File: config.mk
export PLATFORM = sky130hd
export DESIGN_NAME = fb_scan_arbiter
export DESIGN_NICKNAME = d
export VERILOG_FILES = /design/src/rtl/fb_scan_arbiter.sv
export SDC_FILE = /design/constraint.sdc
export NUM_CORES = 1
export LEC_CHECK = 0
export BUFFER_PORTS_ARGS = -buffer_cell sky130_fd_sc_hd__buf_2
export CORE_MARGIN = 10
export CORE_UTILIZATION = 54
export DETAILED_ROUTE_END_ITERATION = 7
export PLACE_DENSITY = 0.84
export SYNTH_ARGS = -nofsm -noshare
export SYNTH_HDL_FRONTEND = slang
export SYNTH_SLANG_ARGS = --single-unit
File: constraint.sdc
create_clock -name pclk -period 4.3 [get_ports pclk]
set_input_delay 0.645 -clock pclk [delete_from_list [all_inputs] [get_ports pclk]]
set_output_delay 0.645 -clock pclk [all_outputs]
set_load 0.02 [all_outputs]
File: src/rtl/fb_scan_arbiter.sv
// Framebuffer BRAM port arbiter: scan-out reads have absolute priority, a one-deep write holding
// register commits on free cycles. Optional macro FB_INTERLEAVE_EN frees non-sampled active cycles.
module fb_scan_arbiter #(
  parameter int unsigned FB_W   = 160,
  parameter int unsigned FB_H   = 120,
  parameter int unsigned SHIFT  = 2,
  parameter int unsigned ADDR_W = 15
) (
  input  logic              pclk,
  input  logic              reset,
  input  logic              valid,
  input  logic              hsync,
  input  logic              vsync,
  input  logic [9:0]        h_cnt,
  input  logic [9:0]        v_cnt,
  input  logic              wr_valid,
  output logic              wr_ready,
  input  logic [ADDR_W-1:0] wr_addr,
  input  logic [11:0]       wr_data,
  output logic              wr_drop,
  output logic [ADDR_W-1:0] mem_addr,
  output logic              mem_we,
  output logic [11:0]       mem_din,
  input  logic [11:0]       mem_dout,
  output logic [11:0]       pixel_out,
  output logic              hsync_out,
  output logic              vsync_out
);

  localparam int unsigned FbSize = FB_W * FB_H;

  typedef enum logic {WIdle, WHold} wstate_e;

  wstate_e           state_q, state_d;
  logic [ADDR_W-1:0] h_addr_q, h_addr_d;
  logic [11:0]       h_data_q, h_data_d;
  logic [ADDR_W-1:0] addr_last_q, addr_last_d;
  logic [11:0]       din_last_q, din_last_d;
  logic              valid_d1_q;
  logic              hsync_d1_q, hsync_d2_q;
  logic              vsync_d1_q, vsync_d2_q;
  logic [11:0]       pixel_q, pixel_d;

  logic [9:0]        h_scaled, v_scaled;
  logic [ADDR_W-1:0] disp_addr;
  logic              need;
  logic              in_range;

  assign h_scaled  = h_cnt >> SHIFT;
  assign v_scaled  = v_cnt >> SHIFT;
  assign disp_addr = ADDR_W'(v_scaled) * ADDR_W'(FB_W) + ADDR_W'(h_scaled);

`ifdef FB_INTERLEAVE_EN
  // Only the first screen pixel of each framebuffer pixel needs a read.
  assign need = valid && (h_cnt[SHIFT-1:0] == '0);
`else
  assign need = valid;
`endif

  assign in_range = 32'(h_addr_q) < FbSize;

  always_comb begin
    state_d  = state_q;
    h_addr_d = h_addr_q;
    h_data_d = h_data_q;
    wr_ready = 1'b0;
    wr_drop  = 1'b0;
    mem_we   = 1'b0;
    mem_addr = addr_last_q;
    mem_din  = din_last_q;

    if (reset) begin
      state_d  = WIdle;
      mem_addr = '0;
      mem_din  = '0;
    end else begin
      if (need) begin
        mem_addr = disp_addr;
      end
      case (state_q)
        WIdle: begin
          wr_ready = 1'b1;
          if (wr_valid) begin
            h_addr_d = wr_addr;
            h_data_d = wr_data;
            state_d  = WHold;
          end
        end
        WHold: begin
          // Display owns the port whenever it needs it; the write just waits.
          if (!need) begin
            mem_addr = h_addr_q;
            mem_din  = h_data_q;
            if (in_range) begin
              mem_we = 1'b1;
            end else begin
              wr_drop = 1'b1;
            end
            state_d = WIdle;
          end
        end
        default: state_d = WIdle;
      endcase
    end

    // The port holds its last address/data when nobody drives it.
    addr_last_d = mem_addr;
    din_last_d  = mem_din;
  end

`ifdef FB_INTERLEAVE_EN
  logic need_d1_q;

  always_ff @(posedge pclk) begin
    if (reset) begin
      need_d1_q <= 1'b0;
    end else begin
      need_d1_q <= need;
    end
  end

  always_comb begin
    pixel_d = pixel_q;
    if (!valid_d1_q) begin
      pixel_d = 12'h000;
    end else if (need_d1_q) begin
      pixel_d = mem_dout;
    end
  end
`else
  always_comb begin
    pixel_d = valid_d1_q ? mem_dout : 12'h000;
  end
`endif

  always_ff @(posedge pclk) begin
    if (reset) begin
      state_q     <= WIdle;
      h_addr_q    <= '0;
      h_data_q    <= '0;
      addr_last_q <= '0;
      din_last_q  <= '0;
      valid_d1_q  <= 1'b0;
      hsync_d1_q  <= 1'b1;
      hsync_d2_q  <= 1'b1;
      vsync_d1_q  <= 1'b1;
      vsync_d2_q  <= 1'b1;
      pixel_q     <= '0;
    end else begin
      state_q     <= state_d;
      h_addr_q    <= h_addr_d;
      h_data_q    <= h_data_d;
      addr_last_q <= addr_last_d;
      din_last_q  <= din_last_d;
      valid_d1_q  <= valid;
      hsync_d1_q  <= hsync;
      hsync_d2_q  <= hsync_d1_q;
      vsync_d1_q  <= vsync;
      vsync_d2_q  <= vsync_d1_q;
      pixel_q     <= pixel_d;
    end
  end

  assign pixel_out = pixel_q;
  assign hsync_out = hsync_d2_q;
  assign vsync_out = vsync_d2_q;

endmodule
==> metrics.csv <==
metric;value;unit
outcome;completed;
fmax;262;MHz
number of flops mapped to enable cells by yosys;0;
WL/cell;14.5;um
vias per cell;5.29;
Post-CTS Setup Bufs;0;
DRC violations left;0;
Root Buffer Master;clkbuf_8;
Final setup viols;0;
# nets final;565;
gpl congestion;0.773;
Ys Warns;0;
row cnt;28;
I/O pins;109;
area delta synth->final;23.2;%
proportion of layout cells with a drive suffix above 1;26.8;%
VDD IR max;0.256;mV
HP Start;vsync_d1_q;
crit-path max FO;3;
Main synth FF type;dfxtp_1;
dpl hpwl;5950;um
pre-CTS setup slack;552;ps
Flop pwr share;43.9;%
# port buffers;104;
Worst Hold End;vsync_out;
GRT Util Overall;16.4;%
Final Hold Viols;0;
crit path kind;primary input to output port;
Crit Reg-Reg Endpoint;h_addr_q[2];
RSZ-0062 raised after global routing;false;
TNS Setup;0;ps
Crit. End Element;output port;
Clock H-tree levels;3;
iteration-0 DRC count of the detailed router;69;
first-pass GRT wire length;13200;um
core area;0.00596;sq mm
Max-slew headroom;25.4;%
post-route minimum period;3810;ps
syn_nets;474;
Worst Path Required;3650;ps
die height;98.3;um
FFs w/ async S/R, synth;0;%
Clock transition at path regs;70;ps
Yosys reg bits;72;
final slew viol count;0;
filler cell count;522;
Avg Cell Area, Syn;8.45;sq um
Antenna Nets Post-Route;0;
Pleak;1.82;nW
Min-Delay Path Class;flop to flop;
MaxCap Viol Count;0;
Setup WS post-layout;488;ps
Worst-Margin Slew;1120;ps
CTS Sinks;72;
grt ovf;0;
CTS tree;yes;
Seq/Total Area, Yosys;43.5;%
Cell Pwr Density;402;mW/mm^2
Via Count;2979;
number of buffers added to fix hold violations after cts;0;
Comb power frac;18.2;%
initial antenna violation count;0;
Clock Path Buffers;2;
WL final;8140;um
period utilisation layout;88.7;%
Fin Clk Skew;6.62;ps
FF-to-FF Start;state_q;
placed cells;547;
Gate Count Post-Synth;392;
cts bufs inserted;9;
CP arrival;3170;ps
initial core utilization;55.6;%
Switching Fraction;26.8;%
reg-to-reg setup timing slack;1900;ps
vias in the first global route;2917;
CP startpoint kind;primary input;
worst-skew pair later-pin latency;340;ps
worst hold stages;1;
P_int;1.20;mW
die area;0.00967;sq mm
Clk pwr share;37.9;%
WHS;395;ps
P_sw;441;uW
largest net degree at the start of global routing;52;
Die X;98.3;um
R2R cell count;3;
mapped cell area;0.00331;sq mm
Antenna Cells;0;
fin cells;563;
Pre-antenna DRT Iters;4;
Post-CTS Resized;0;
Synth cell types;45;
metal layers:
layer | share of wire (%) | vias up | track usage, % | wire (um)
met5 | 0 | - | 0 | 0
met3 | 7.4 | 11 | 6.13 | 604
li1 | - | 1514 | - | -
met4 | 1.2 | 0 | 5.84 | 97
met2 | 49 | 86 | 27.2 | 3970
met1 | 43 | 1368 | 18.7 | 3470
cell families after synthesis:
group / after synthesis / share of synthesized area [%]
AO/OA/AOI/OAI: 99 / 18.7
flip-flops: 72 / 43.5
AND/OR/NAND/NOR: 155 / 21.7
buffers and inverters: 31 / 3.63
XOR/XNOR: 8 / 2.57
adder cells (fa/ha/maj): 17 / 6.87
multiplexers: 10 / 3.02
area by class of cell:
class                      count  area [sq um]  area share [%]
sequential                    72          1440            35.3
clock buffer                  12           165            4.05
inverter                       5          18.8           0.460
clock inverter                 4          73.8            1.81
timing repair buffer         106           536            13.1
tap                           75          93.8            2.30
multi-input combinational    289          1750            43.0
layout by cell type, fill, tap and decap left out, types with 2 or more instances in the layout:
| master | netlist | routed |
|---|---|---|
| clkbuf_8 | 0 | 12 |
| buf_4 | 0 | 2 |
| xnor2_2 | 2 | 2 |
| inv_1 | 5 | 5 |
| nand2b_1 | 2 | 2 |
| a311oi_1 | 3 | 3 |
| nor2b_1 | 11 | 10 |
| mux2i_1 | 10 | 10 |
| nand2_1 | 81 | 81 |
| nor2_1 | 30 | 30 |
| and2_1 | 12 | 12 |
| bufinv_16 | 0 | 2 |
| ha_1 | 15 | 15 |
| o31a_1 | 3 | 3 |
| or2_1 | 5 | 5 |
| nor3_1 | 2 | 2 |
| a211oi_1 | 17 | 17 |
| nor3b_1 | 3 | 3 |
| fa_1 | 2 | 2 |
| xnor2_1 | 4 | 4 |
| a21oi_1 | 63 | 63 |
| xor2_1 | 2 | 2 |
| buf_2 | 3 | 104 |
| dfxtp_1 | 72 | 72 |
per-stage QoR:
step,power [mW],cell area [sq um],util [%]
after CTS,1.65,4080,68.6
after detailed placement,1.03,3840,64.5
after global routing,1.72,4080,68.6
final,1.64,4080,68.6
after global placement,1.02,3840,64.5
after floorplan,0.946,3310,-
worst max-delay path, stage by stage:
cell	delay (ps)
buf_2	130
ha_1	290
ha_1	220
inv_1	70
fa_1	420
xnor2_2	190
nand3b_1	170
nor4_4	340
xnor2_1	140
a211oi_1	320
buf_2	230
worst max-delay path by stage:
stage | slack (ps) | to | cells after the start | startpoint
finish | 490 | mem_addr[12] | 11 | v_cnt[3]
CTS | 530 | mem_addr[11] | 11 | v_cnt[3]
detailed placement | 550 | mem_addr[12] | 11 | v_cnt[3]
floorplan | 720 | mem_addr[13] | 9 | v_cnt[3]
global route | 390 | mem_addr[11] | 11 | v_cnt[3]
global placement | 570 | mem_addr[13] | 11 | v_cnt[3]
power groups by stage:
| stage | clock network [mW] | logic [mW] | registers [mW] |
|---|---|---|---|
| final | 0.622 | 0.299 | 0.720 |
| after global routing | 0.666 | 0.331 | 0.724 |
| after CTS | 0.635 | 0.300 | 0.720 |
| after detailed placement | 0 | 0.297 | 0.736 |
| after global placement | 0 | 0.288 | 0.734 |
| after floorplan | 0 | 0.215 | 0.731 |
sequential cells by signal, indices dropped and copies added, names as in the netlist:
| signal | cells |
|---|---|
| addr_last_q | 15 |
| h_data_q | 12 |
| pixel_out | 12 |
| h_addr_q | 15 |
| vsync_d1_q | 1 |
| valid_d1_q | 1 |
| state_q | 1 |
| vsync_out | 1 |
| hsync_out | 1 |
| din_last_q | 12 |
| hsync_d1_q | 1 |
Yosys cell counts, types with 4 or more instances:
cell type	instances	share of area, %
dfxtp_1	72	44
a211oi_1	17	3.9
nor2_1	30	3.4
and2_1	12	2.3
mux2i_1	10	3.0
nand2_1	81	9.2
inv_1	5	0.57
or2_1	5	0.94
a21oi_1	63	9.5
clkbuf_1	21	2.4
xnor2_1	4	1.1
ha_1	15	5.7
nor2b_1	11	2.1
Power figures use the tool's default switching activity.
